### src/rtl/cep_pkg_serializer_if.sv
// Handshake bundle between the CEP encoder, the packet serializer and the link
// transmitter.
//   master : serializer side. It accepts packets (pkg_rdy) and drives flits.
//   slave  : environment side. It drives packets (pkg_val/pkg_data) and
//            applies link backpressure (flit_rdy).
// Signals: pkg_val, pkg_data[PKG_WIDTH], pkg_rdy, flit_val,
//          flit_data[FLIT_WIDTH], flit_first, flit_last, flit_rdy.
interface cep_pkg_serializer_if #(
  parameter int PKG_WIDTH  = 512,
  parameter int FLIT_WIDTH = 64
);
  logic                  pkg_val;
  logic [PKG_WIDTH-1:0]  pkg_data;
  logic                  pkg_rdy;
  logic                  flit_val;
  logic [FLIT_WIDTH-1:0] flit_data;
  logic                  flit_first;
  logic                  flit_last;
  logic                  flit_rdy;

  modport master (
    input  pkg_val, pkg_data, flit_rdy,
    output pkg_rdy, flit_val, flit_data, flit_first, flit_last
  );

  modport slave (
    output pkg_val, pkg_data, flit_rdy,
    input  pkg_rdy, flit_val, flit_data, flit_first, flit_last
  );
endinterface

### src/rtl/cep_pkg_serializer.sv
// Splits each wide CEP packet into NUM_FLITS narrow flits for the inter-chip
// link. The low word goes out first, so flit 0 carries the header fields.
// Back-to-back packets stream without bubbles: the next packet loads in the
// same cycle that the final flit of the current packet leaves.
//
// Optional feature: define CEP_SER_CHKSUM_EN to append one checksum flit to
// every packet. The checksum is the XOR of all the data flits.
//
// Ports:
//   clk    : single clock, rising edge
//   rst_n  : synchronous active-low reset
//   bus    : cep_pkg_serializer_if.master (packet side and flit side)
//
// state | meaning
// IDLE  | no packet held; pkg_rdy=1
// SEND  | presenting data flit flit_idx from shift_q
// CHK   | presenting the checksum flit (CEP_SER_CHKSUM_EN only)
module cep_pkg_serializer #(
  parameter int PKG_WIDTH  = 512,
  parameter int FLIT_WIDTH = 64,
  parameter int NUM_FLITS  = PKG_WIDTH / FLIT_WIDTH
) (
  input  logic clk,
  input  logic rst_n,
  cep_pkg_serializer_if.master bus
);
  localparam int IDX_W = $clog2(NUM_FLITS + 1);
  localparam logic [IDX_W-1:0] LAST_IDX = IDX_W'(NUM_FLITS - 1);

`ifdef CEP_SER_CHKSUM_EN
  typedef enum logic [1:0] {ST_IDLE, ST_SEND, ST_CHK} state_t;
`else
  typedef enum logic [1:0] {ST_IDLE, ST_SEND} state_t;
`endif

  state_t                state_q, state_nxt;
  logic [PKG_WIDTH-1:0]  shift_q;
  logic [IDX_W-1:0]      flit_idx_q;
`ifdef CEP_SER_CHKSUM_EN
  logic [FLIT_WIDTH-1:0] csum_q;
`endif

  logic                  load, shift_en, is_last_data;
  logic                  flit_val_i, flit_first_i, flit_last_i;
  logic [FLIT_WIDTH-1:0] flit_data_i;

  always_comb begin
    state_nxt    = state_q;
    load         = 1'b0;
    shift_en     = 1'b0;
    flit_val_i   = 1'b0;
    flit_first_i = 1'b0;
    flit_last_i  = 1'b0;
    flit_data_i  = '0;
    is_last_data = (flit_idx_q == LAST_IDX);
    case (state_q)
      ST_IDLE: begin
        if (bus.pkg_val) begin
          load      = 1'b1;
          state_nxt = ST_SEND;
        end
      end
      ST_SEND: begin
        flit_val_i   = 1'b1;
        flit_data_i  = shift_q[FLIT_WIDTH-1:0];
        flit_first_i = (flit_idx_q == '0);
`ifndef CEP_SER_CHKSUM_EN
        flit_last_i  = is_last_data;
`endif
        if (bus.flit_rdy) begin
          shift_en = 1'b1;
          if (is_last_data) begin
`ifdef CEP_SER_CHKSUM_EN
            state_nxt = ST_CHK;
`else
            if (bus.pkg_val) begin
              load      = 1'b1;
              state_nxt = ST_SEND;
            end else begin
              state_nxt = ST_IDLE;
            end
`endif
          end
        end
      end
`ifdef CEP_SER_CHKSUM_EN
      ST_CHK: begin
        flit_val_i  = 1'b1;
        flit_data_i = csum_q;
        flit_last_i = 1'b1;
        if (bus.flit_rdy) begin
          if (bus.pkg_val) begin
            load      = 1'b1;
            state_nxt = ST_SEND;
          end else begin
            state_nxt = ST_IDLE;
          end
        end
      end
`endif
      default: state_nxt = ST_IDLE;
    endcase
  end

  // Load has priority over shift: on the final-flit cycle the new packet
  // replaces the drained shift register and restarts index and checksum.
  always_ff @(posedge clk) begin
    if (!rst_n) begin
      state_q    <= ST_IDLE;
      shift_q    <= '0;
      flit_idx_q <= '0;
`ifdef CEP_SER_CHKSUM_EN
      csum_q     <= '0;
`endif
    end else begin
      state_q <= state_nxt;
      if (load) begin
        shift_q    <= bus.pkg_data;
        flit_idx_q <= '0;
`ifdef CEP_SER_CHKSUM_EN
        csum_q     <= '0;
`endif
      end else if (shift_en) begin
        shift_q    <= shift_q >> FLIT_WIDTH;
        flit_idx_q <= flit_idx_q + IDX_W'(1);
`ifdef CEP_SER_CHKSUM_EN
        csum_q     <= csum_q ^ shift_q[FLIT_WIDTH-1:0];
`endif
      end
    end
  end

  // Outputs are forced low while reset is asserted. pkg_rdy depends
  // combinationally on flit_rdy so a new packet can follow the final flit
  // without a bubble.
  assign bus.pkg_rdy    = rst_n & ((state_q == ST_IDLE) | (flit_last_i & bus.flit_rdy));
  assign bus.flit_val   = rst_n & flit_val_i;
  assign bus.flit_first = rst_n & flit_first_i;
  assign bus.flit_last  = rst_n & flit_last_i;
  assign bus.flit_data  = rst_n ? flit_data_i : '0;
endmodule

### src/flat_wrapper.sv
// flat-port wrapper written by rule: the top's interface ports become plain ports
module cep_pkg_serializer_flat 
#(
  parameter int PKG_WIDTH  = 512,
  parameter int FLIT_WIDTH = 64,
  parameter int NUM_FLITS  = PKG_WIDTH / FLIT_WIDTH
)
  (clk, rst_n, bus_pkg_val, bus_pkg_data, bus_flit_rdy, bus_pkg_rdy, bus_flit_val, bus_flit_data, bus_flit_first, bus_flit_last);
  cep_pkg_serializer_if #(.PKG_WIDTH(PKG_WIDTH), .FLIT_WIDTH(FLIT_WIDTH)) bus_i ();
  input  logic clk;
  input  logic rst_n;
  input wire logic [$bits(bus_i.pkg_val)-1:0] bus_pkg_val;
  input wire logic [$bits(bus_i.pkg_data)-1:0] bus_pkg_data;
  input wire logic [$bits(bus_i.flit_rdy)-1:0] bus_flit_rdy;
  output wire logic [$bits(bus_i.pkg_rdy)-1:0] bus_pkg_rdy;
  output wire logic [$bits(bus_i.flit_val)-1:0] bus_flit_val;
  output wire logic [$bits(bus_i.flit_data)-1:0] bus_flit_data;
  output wire logic [$bits(bus_i.flit_first)-1:0] bus_flit_first;
  output wire logic [$bits(bus_i.flit_last)-1:0] bus_flit_last;
  assign bus_i.pkg_val = bus_pkg_val;
  assign bus_i.pkg_data = bus_pkg_data;
  assign bus_i.flit_rdy = bus_flit_rdy;
  assign bus_pkg_rdy = bus_i.pkg_rdy;
  assign bus_flit_val = bus_i.flit_val;
  assign bus_flit_data = bus_i.flit_data;
  assign bus_flit_first = bus_i.flit_first;
  assign bus_flit_last = bus_i.flit_last;
  cep_pkg_serializer #(.PKG_WIDTH(PKG_WIDTH), .FLIT_WIDTH(FLIT_WIDTH), .NUM_FLITS(NUM_FLITS)) u_core (.clk(clk), .rst_n(rst_n), .bus(bus_i));
endmodule
### config.mk
export PLATFORM = sky130hd
export DESIGN_NAME = cep_pkg_serializer_flat
export DESIGN_NICKNAME = d
export VERILOG_FILES = /design/src/rtl/cep_pkg_serializer_if.sv /design/src/rtl/cep_pkg_serializer.sv /design/src/flat_wrapper.sv
export SDC_FILE = /design/constraint.sdc
export NUM_CORES = 1
export LEC_CHECK = 0
export CAP_MARGIN = 0
export CORE_AREA = 2 2 229 231
export CTS_BUF_LIST = sky130_fd_sc_hd__clkbuf_16
export DETAILED_ROUTE_END_ITERATION = 8
export DIE_AREA = 0 0 231 233
export GPL_TIMING_DRIVEN = 0
export MAX_ROUTING_LAYER = met4
export PLACE_DENSITY = 0.82
export RECOVER_POWER = 50
export SYNTH_ARGS = -nofsm -noshare
export SYNTH_HDL_FRONTEND = slang
export SYNTH_SLANG_ARGS = --single-unit
### constraint.sdc
create_clock -name clk -period 5.8 [get_ports clk]
set_clock_uncertainty 0.15 [all_clocks]
set_input_delay 1.45 -clock clk [delete_from_list [all_inputs] [get_ports clk]]
set_output_delay 1.45 -clock clk [all_outputs]
set_load 0.005 [all_outputs]
## Word level (Yosys, flattened, before mapping)

Index checks and enable logic that the tools add are counted.

- Flip-flop bits (word level): 518
- Latch bits: 0
- Memory bits (writable): 0
- Memory bits (read-only): 0
- Input port bits: 516
- Output and inout port bits: 68
- Word-level logic and storage cells: 39
- Memories: 0

- $add $sub $neg: 1
- Multiply operators: 0
- Div/mod/pow operators: 0
- Magnitude comparators: 0
- Equality and inequality tests: 5
- Shift-type cells: 0
- Muxes and demuxes: 18
- Bitwise gates (word level): 7
- Reduce and logical (&&, ||, !) cells: 5

Operators with widths:

| kind | count |
|---|---|
| 2-to-1 mux 512 bit | 2 |
| 2-to-1 mux 64 bit | 2 |
| 2-to-1 mux 1 bit | 9 |
| 2-to-1 mux 2 bit | 3 |
| AND 1 bit | 5 |
| adder 4 x 1 -> 4 bit, second input constant | 1 |
| equality test 4 x 3 -> 1 bit, second input constant | 1 |
| zero test 4 bit | 1 |
| inequality test 2 bit, second input constant | 2 |
| case mux 2 bit (2 select lines) | 1 |
| AND reduction 3 bit | 1 |
| equality test 2 x 1 -> 1 bit, second input constant | 1 |
| zero test 2 bit | 1 |
| inequality test 2 x 1 -> 1 bit, second input constant | 1 |
| case mux 1 bit (2 select lines) | 1 |
| nonzero test 2 bit | 1 |
| OR reduction 2 bit | 1 |
| NOT 1 bit | 1 |
| bitwise OR 1 bit | 1 |

## Logic depth before layout (Yosys ltp)

Gate-level depths: netlist (run 1).

- Depth after elaboration: 5
- Gate-level depth with buffers: 7
- Gate-level depth less buffers: 4

## Worst setup path before layout (run 1)

OpenSTA, ideal clock, no wires.

- Path type: input to output
- From: input port rst_n
- To: output port bus_pkg_rdy
- Arrival time: 2333 ps
- Required time: 4200 ps
- Setup slack: 1867 ps
- Cell stages on the path: 4
- Path buffers: 2
- Cells stage by stage: clkinv_1 -> clkbuf_1 -> buf_1 -> a21oi_1

- Longest elaborated chain between the ends: 1

RTL lines:

| what | RTL line | source |
|---|---|---|
| from (decl) | flat_wrapper.sv:11 | `input logic rst_n;` |
| AND 1 bit | cep_pkg_serializer.sv:136 | `assign bus.pkg_rdy = rst_n & ((state_q == ST_IDLE) \| (flit_last_i & bus.flit_rdy));` |
| to (decl) | flat_wrapper.sv:15 | `output wire logic [$bits(bus_i.pkg_rdy)-1:0] bus_pkg_rdy;` |

No other way between the ends.

## Worst setup path after layout (run 1)

- From: input port rst_n
- To: output port bus_flit_last

- Longest elaborated chain between the ends: 1

RTL lines:

| what | RTL line | source |
|---|---|---|
| AND 1 bit | cep_pkg_serializer.sv:139 | `assign bus.flit_last = rst_n & flit_last_i;` |
| to (decl) | flat_wrapper.sv:19 | `output wire logic [$bits(bus_i.flit_last)-1:0] bus_flit_last;` |

No other way between the ends.

==> results by group, run 1 <==
STA
  • Final min period: 5850 ps
  • Max Freq: 171 MHz
  • Tcrit/Tclk final: 101%
  • Hold Slack: 331 ps
  • Worst setup margin: -49.1 ps
  • Final setup viols: 1
  • Setup tns final: -49.1 ps
  • RSZ-0062 raised after global routing: no
  • Final hold viol count: 0
  • Actual slew at the worst max-slew pin: 1080 ps
  • Relative slew slack: 27.9%
  • Final slew viol count: 0

Yosys
  • Number of flops mapped to enable cells by yosys: 0
  • Simple-Gate Fraction of Synth Area: 1.78%
  • Synthesized net count: 2,866
  • Synth Area in XOR/XNOR: 0.0652%
  • Syn_area_per_cell: 11.4 um2
  • Warnings from Yosys: 0
  • Mux cell area share after synthesis: 16.7%
  • Post-Synthesis Cells: 2,348
  • Count leader, synth: dfxtp_1
  • Async SR Flop Fraction: 0%
  • Adder-Cell Fraction of Synth Area: 0.0932%
  • Netlist cell types: 29
  • Sequential-to-total area share from yosys stat: 38.5%
  • Post-synth top cells: dfxtp_1 (517), a211oi_1 (477), mux2i_1 (449), a211oi_2 (420), clkbuf_1 (157)
  • Synth Area in Compound Gates: 35.2%
  • Synthesized area: 26,900 um2
  • Area share of the leading cell type in the synthesized netlist: 38.5%
  • Predominant post-synthesis flop cell: dfxtp_1
  • Main combinational cell family by area after synthesis: compound AO/OA/AOI/OAI gates
  • Area leader, netlist: dfxtp_1
  • Flops & latches, synth: 517
  • Top area cells in the synthesized netlist: dfxtp_1 (39%), a211oi_2 (20%), mux2i_1 (17%), a211oi_1 (13%), buf_6 (3.8%)

Place
  • Dpl ws: -595 ps
  • RD Place Congestion: 0.936
  • Number of port buffers: 583
  • Placed Cells: 3,611
  • Final HPWL DP: 80,400 um

Setup path
  • Req. time, crit path: 4200 ps
  • FF-to-FF End: u_core.flit_idx_q[1]
  • Startpoint types: primary input
  • Arr. time, crit path: 4250 ps
  • Worst R2R Setup Slack: 3370 ps
  • R2r startpoint: u_core.state_q[0]
  • R2R depth: 5
  • CP max FO: 11
  • Crit Path Class: primary input to output pin
  • Crit. End Element: output pin

Routing
  • Final WL: 99,900 um
  • Vias per cell: 6.14
  • Remaining antenna violation count: 0
  • DRC Markers: 0
  • Total number of vias: 22,900
  • Wirelength per Cell: 26.7 um
  • Iteration-0 DRC Markers: 1,348
  • DRT Pass-1 Iters: 7

Global route
  • Total global-route track usage: 37.1%
  • Antenna violations before repair: 24
  • Global-route wire length before repair: 146,000 um
  • Global route total overflow: 0
  • Vias in the first global route: 23,300
  • Pin count of the biggest net entering global routing: 14

Floorplan
  • I/O pin count: 584
  • Die ar.: 53,800 um2
  • Core area: 51,100 um2
  • Die height: 233 um
  • Cell Rows: 83
  • Chip Width: 231 um
  • Initial Util: 52.6%

Final layout
  • FF/Latch Area: 10,300 um2
  • Layout fillers: 3,835
  • Area grow syn2layout: 31.3%
  • Share of cells above drive strength 1: 21.7%
  • Area of the multi-input gates: 14,500 um2
  • Post-layout net count: 3,507
  • Fin cells: 3,735

Job
  • Number of maximum-capacitance violations: 0

Min path
  • Hold Crit Endpoint: u_core.shift_q[506]
  • Hold_sp: u_core.shift_q[506]
  • Hold WC Path Type: register to register
  • Hold path depth: 1

Clock tree
  • Max clock buf depth: 3
  • Clk slew on worst S/H paths: 50 ps
  • H-tree depth: 2
  • CTS buffer count: 56
  • Clock Tree Root: clkbuf_16
  • Sink Count: 517
  • Hold buffers post-CTS: 0
  • Clk_lat worst skew: 610 ps
  • Postcts setup bufs: 0
  • CTS tree: yes

Pwr
  • Leak pwr: 14.2 nW
  • VDD IR max: 0.194 mV
  • Pwr dens: 260 nW/um2

Outcome
  • Failing checks: setup timing
  • Status: complete, but fails checks
## per-stage QoR
step                total power, mW  cell area (um2)  utilization [%]
floorplan                      5.08            26900                -
global placement               5.80            33500             65.7
detailed placement             5.85            33500             65.7
CTS                            9.14            35200             68.9
global route                   9.41            35300             69.0
finish                         9.16            35300             69.0
## routing by layer
layer  GRT usage, %  up-vias  share of wire, %
met5              -        -                 0
met4           13.5        0               3.2
met3           6.54      172               7.4
met2           62.8      915                49
met1           44.2    11200                41
li1               -    10700                 -
## kinds of logic after synthesis
group | after synthesis
AO/OA/AOI/OAI | 968
buffers and inverters | 333
flip-flops | 517
AND/OR/NAND/NOR | 77
XOR/XNOR | 2
multiplexers | 449
adder cells (fa/ha/maj) | 2
## what timing repair did
item / in CTS / in global routing
endpoints found under the setup margin: 3 / 1
pin swaps: 0 / 0
resized for setup: 3 / 1
## cells in the final DEF (no fill, tap or decap), types with 2 or more instances in the layout
cell type        instances
a211oi_1               479
a211oi_2               418
a21oi_1                  3
a22o_1                  64
and3_1                  64
buf_2                   68
buf_4                    4
buf_6                   91
bufinv_16                2
clkbuf_1               162
clkbuf_16               57
clkbuf_2                 2
clkdlybuf4s50_1        582
clkinv_1                19
clkinv_2                 8
dfxtp_1                517
diode_2                 26
ha_1                     2
inv_1                   15
mux2i_1                449
nand2_1                  2
nand3_1                  2
nor3_1                   4
## worst max-delay path by stage
stage          cells after the start              to  start
2_1_floorplan                      4     bus_pkg_rdy  rst_n
3_3_place_gp                       5  bus_flit_first  rst_n
3_5_place_dp                       5  bus_flit_first  rst_n
4_1_cts                            6     bus_pkg_rdy  rst_n
5_1_grt                            5  bus_flit_first  rst_n
6_report                           5   bus_flit_last  rst_n
## layout make-up
type                    count  share of cell area (%)
plain buffers             328                    5.72
inverters                   5                  0.0532
repair buffers            583                    16.6
diodes                     26                   0.185
well taps                 680                    2.41
multi-input cells        1498                    41.0
clock buffers              57                    4.05
flip-flops and latches    517                    29.4
clock inverters            41                   0.646
## sequential cells by signal (all words and copies together), names as in the netlist
| name | cells |
|---|---|
| u_core.flit_idx_q | 4 |
| u_core.shift_q | 512 |
| u_core.state_q | 1 |
## worst max-delay path, stage by stage
cell             delay [ps]
clkdlybuf4s50_1         780
clkbuf_2                510
nand2_1                 220
nor3_1                  640
clkdlybuf4s50_1         640
## report_power, final
group / switching [mW] / total, mW / internal, mW
Sequential: 0.221 / 4.07 / 3.84
Combinational: 0.871 / 1.74 / 0.869
Clock: 1.50 / 3.35 / 1.85
No activity file was read; power rests on OpenSTA's default activity.
==> inputs of run 2 (changes only) <==
PLACE_DENSITY = 0.92   (was 0.82)
==> run 2 against run 1 <==
- the run ends with capacitance limit, slew limit left
- cell area decreased by 0.29%
- register-to-register slack got worse by 980 ps
- total power decreased by 0.28%
- largest cell class unchanged
==> results by group, run 2 (synthesis results as in run 1) <==
Clock tree
  • CTS buffer count: 53 (-5.4%)
  • Clk_lat worst skew: 620 ps (about the same)
  • H-tree depth: 2 (unchanged)
  • Clock Tree Root: clkbuf_16
  • Hold buffers post-CTS: 0 (unchanged)
  • Max clock buf depth: 3 (unchanged)
  • CTS tree: yes
  • Sink Count: 517 (unchanged)
  • Clk slew on worst S/H paths: 60 ps (about the same)

STA
  • Actual slew at the worst max-slew pin: 2240 ps (+1150 ps)
  • Final slew viol count: 11 (+11)
  • RSZ-0062 raised after global routing: no
  • Tcrit/Tclk final: 99.1% (-1.7 points)
  • Max Freq: 174 MHz (+1.8%)
  • Final setup viols: 0 (-1)
  • Relative slew slack: -50.0% (-78 points)
  • Final min period: 5750 ps (-101 ps)
  • Final hold viol count: 0 (unchanged)

Final layout
  • Largest register by flop count: u_core.shift_q
  • Biggest regs: u_core.shift_q (512), u_core.flit_idx_q (4), u_core.state_q (1)
  • Layout fillers: 3,838 (+0.078%)
  • Post-layout net count: 3,504 (-0.086%)
  • Most frequent cells in the layout: clkdlybuf4s50_1 (581), dfxtp_1 (517), a211oi_1 (484), mux2i_1 (449), a211oi_2 (414)
  • Final instance area: 35,200 um2 (-0.29%)
  • Commonest non-fill, non-tap cell in the layout: clkdlybuf4s50_1
  • Largest register FFs: 512 (unchanged)
  • Area grow syn2layout: 30.9%
  • Share of cells above drive strength 1: 21.3% (-0.33 points)

Setup path
  • Crit path launch: rst_n
  • Startpoint types: primary input
  • Crit Path Class: primary input to output pin
  • R2r startpoint: u_core.flit_idx_q[1]
  • Arr. time, crit path: 4150 ps (-100 ps)
  • CP max FO: 10 (-1)
  • Req. time, crit path: 4200 ps (about the same)
  • Crit. End Element: output pin

Place
  • Final HPWL DP: 82,100 um (+2.1%)
  • Placed cell area: 33,500 um2 (unchanged)
  • Number of port buffers: 583 (unchanged)
  • RD Place Congestion: 0.999 (+6.7%)

Global route
  • Antenna violations before repair: 13 (-46%)
  • Pin count of the biggest net entering global routing: 14 (unchanged)
  • Total global-route track usage: 37.5% (+0.42 points)
  • Vias in the first global route: 23,900 (+2.5%)
  • Global-route wire length before repair: 148,000 um (+1.6%)
  • Global route total overflow: 0 (unchanged)

Pwr
  • VDD IR max: 0.195 mV (+0.12%)
  • Leak pwr: 14.2 nW (about the same)
  • Total power: 9.13 mW (-0.28%)
  • Pwr dens: 260 nW/um2 (about the same)

Floorplan
  • I/O pin count: 584 (unchanged)
  • Core area: 51,100 um2 (unchanged)
  • Die height: 233 um (unchanged)
  • Cell Rows: 83 (unchanged)
  • Chip Width: 231 um (unchanged)
  • Die ar.: 53,800 um2 (unchanged)
  • Initial Util: 52.6% (unchanged)

Routing
  • Iteration-0 DRC Markers: 1,843 (+37%)
  • Final WL: 101,000 um (+0.66%)
  • DRT Pass-1 Iters: 6 (-1)
  • Total number of vias: 23,100 (+0.81%)
  • Wirelength per Cell: 27.0 um (+1.0%)
  • DRC Markers: 0 (unchanged)
  • Vias per cell: 6.22 (+1.2%)
  • Remaining antenna violation count: 0 (unchanged)

Min path
  • Hold WC Path Type: register to register
  • Hold_sp: u_core.shift_q[455]

Outcome
  • Failing checks: capacitance limit, slew limit
  • Status: complete, but fails checks

Job
  • Number of maximum-capacitance violations: 1 (+1)
==> run 2: cell count changes in the layout (fill, tap and decap cells not counted), sizes merged, moves of 2 or more <==
| cell | change |
|---|---|
| diode | -14 |
| buf | -3 |
| inv | +4 |
| clkinv | -2 |
==> run 2: worst paths after layout <==
check                                      endpoint  slack (ps)  cells past startpoint
worst max register to register  u_core.shift_q[453]        2390                      5
worst max-delay path                 bus_flit_first          50                      5
worst min-delay path            u_core.shift_q[455]         330                      1
worst min register to register  u_core.shift_q[455]         330                      1
==> run 2: what timing repair did <==
action | in CTS | in global routing
gates resized for setup | 3 | 0
buffers inserted | 0 | 0
setup endpoints to repair | 1 | 0
==> run 2: layer usage <==
| metal | global-route usage, % | share of wire, % | vias to the layer above |
|---|---|---|---|
| met3 | 6.69 | 7.2 | 173 |
| met4 | 11.5 | 3.2 | 0 |
| li1 | - | - | 10600 |
| met5 | - | 0 | - |
| met2 | 64.3 | 49 | 971 |
| met1 | 44.9 | 41 | 11300 |
==> run 2: power by group <==
group / leakage [nW] / internal [mW] / total [mW] / switching [mW]
clock: 0.863 / 1.83 / 3.32 / 1.49
sequential: 4.28 / 3.84 / 4.07 / 0.223
combinational: 9.08 / 0.867 / 1.74 / 0.875
total: 14.2 / 6.55 / 9.13 / 2.59
==> run 2: worst max-delay path: stages <==
cell and delay (ps):
clkdlybuf4s50_1 730, clkbuf_2 360, nand2_1 370, nor4b_4 610, clkdlybuf4s50_1 610
==> run 2: cell type report <==
cell class	count	area, um2	share of cell area (%)
Clock inverter	43	256	0.730
Buffer	328	1990	5.67
Tap cell	680	851	2.42
Antenna cell	12	30.0	0.0854
Inverter	5	18.8	0.0534
Timing Repair Buffer	583	5840	16.6
Sequential cell	517	10300	29.4
Clock buffer	55	1380	3.92
Multi-Input combinational cell	1498	14400	41.1
==> run 2: per-stage QoR <==
| stage | setup TNS [ps] | hold slack (ps) | instances | setup WS, ps | utilization [%] |
|---|---|---|---|---|---|
| after floorplan | 0 | 298 | 2348 | 1870 | - |
| after global placement | -566 | 314 | 3611 | -566 | 65.7 |
| after detailed placement | -588 | 318 | 3611 | -588 | 65.7 |
| after CTS | 0 | 332 | 3709 | 88.5 | 68.9 |
| after global routing | 0 | 340 | 3721 | 71.5 | 68.8 |
| final | 0 | 333 | 3721 | 52.3 | 68.8 |
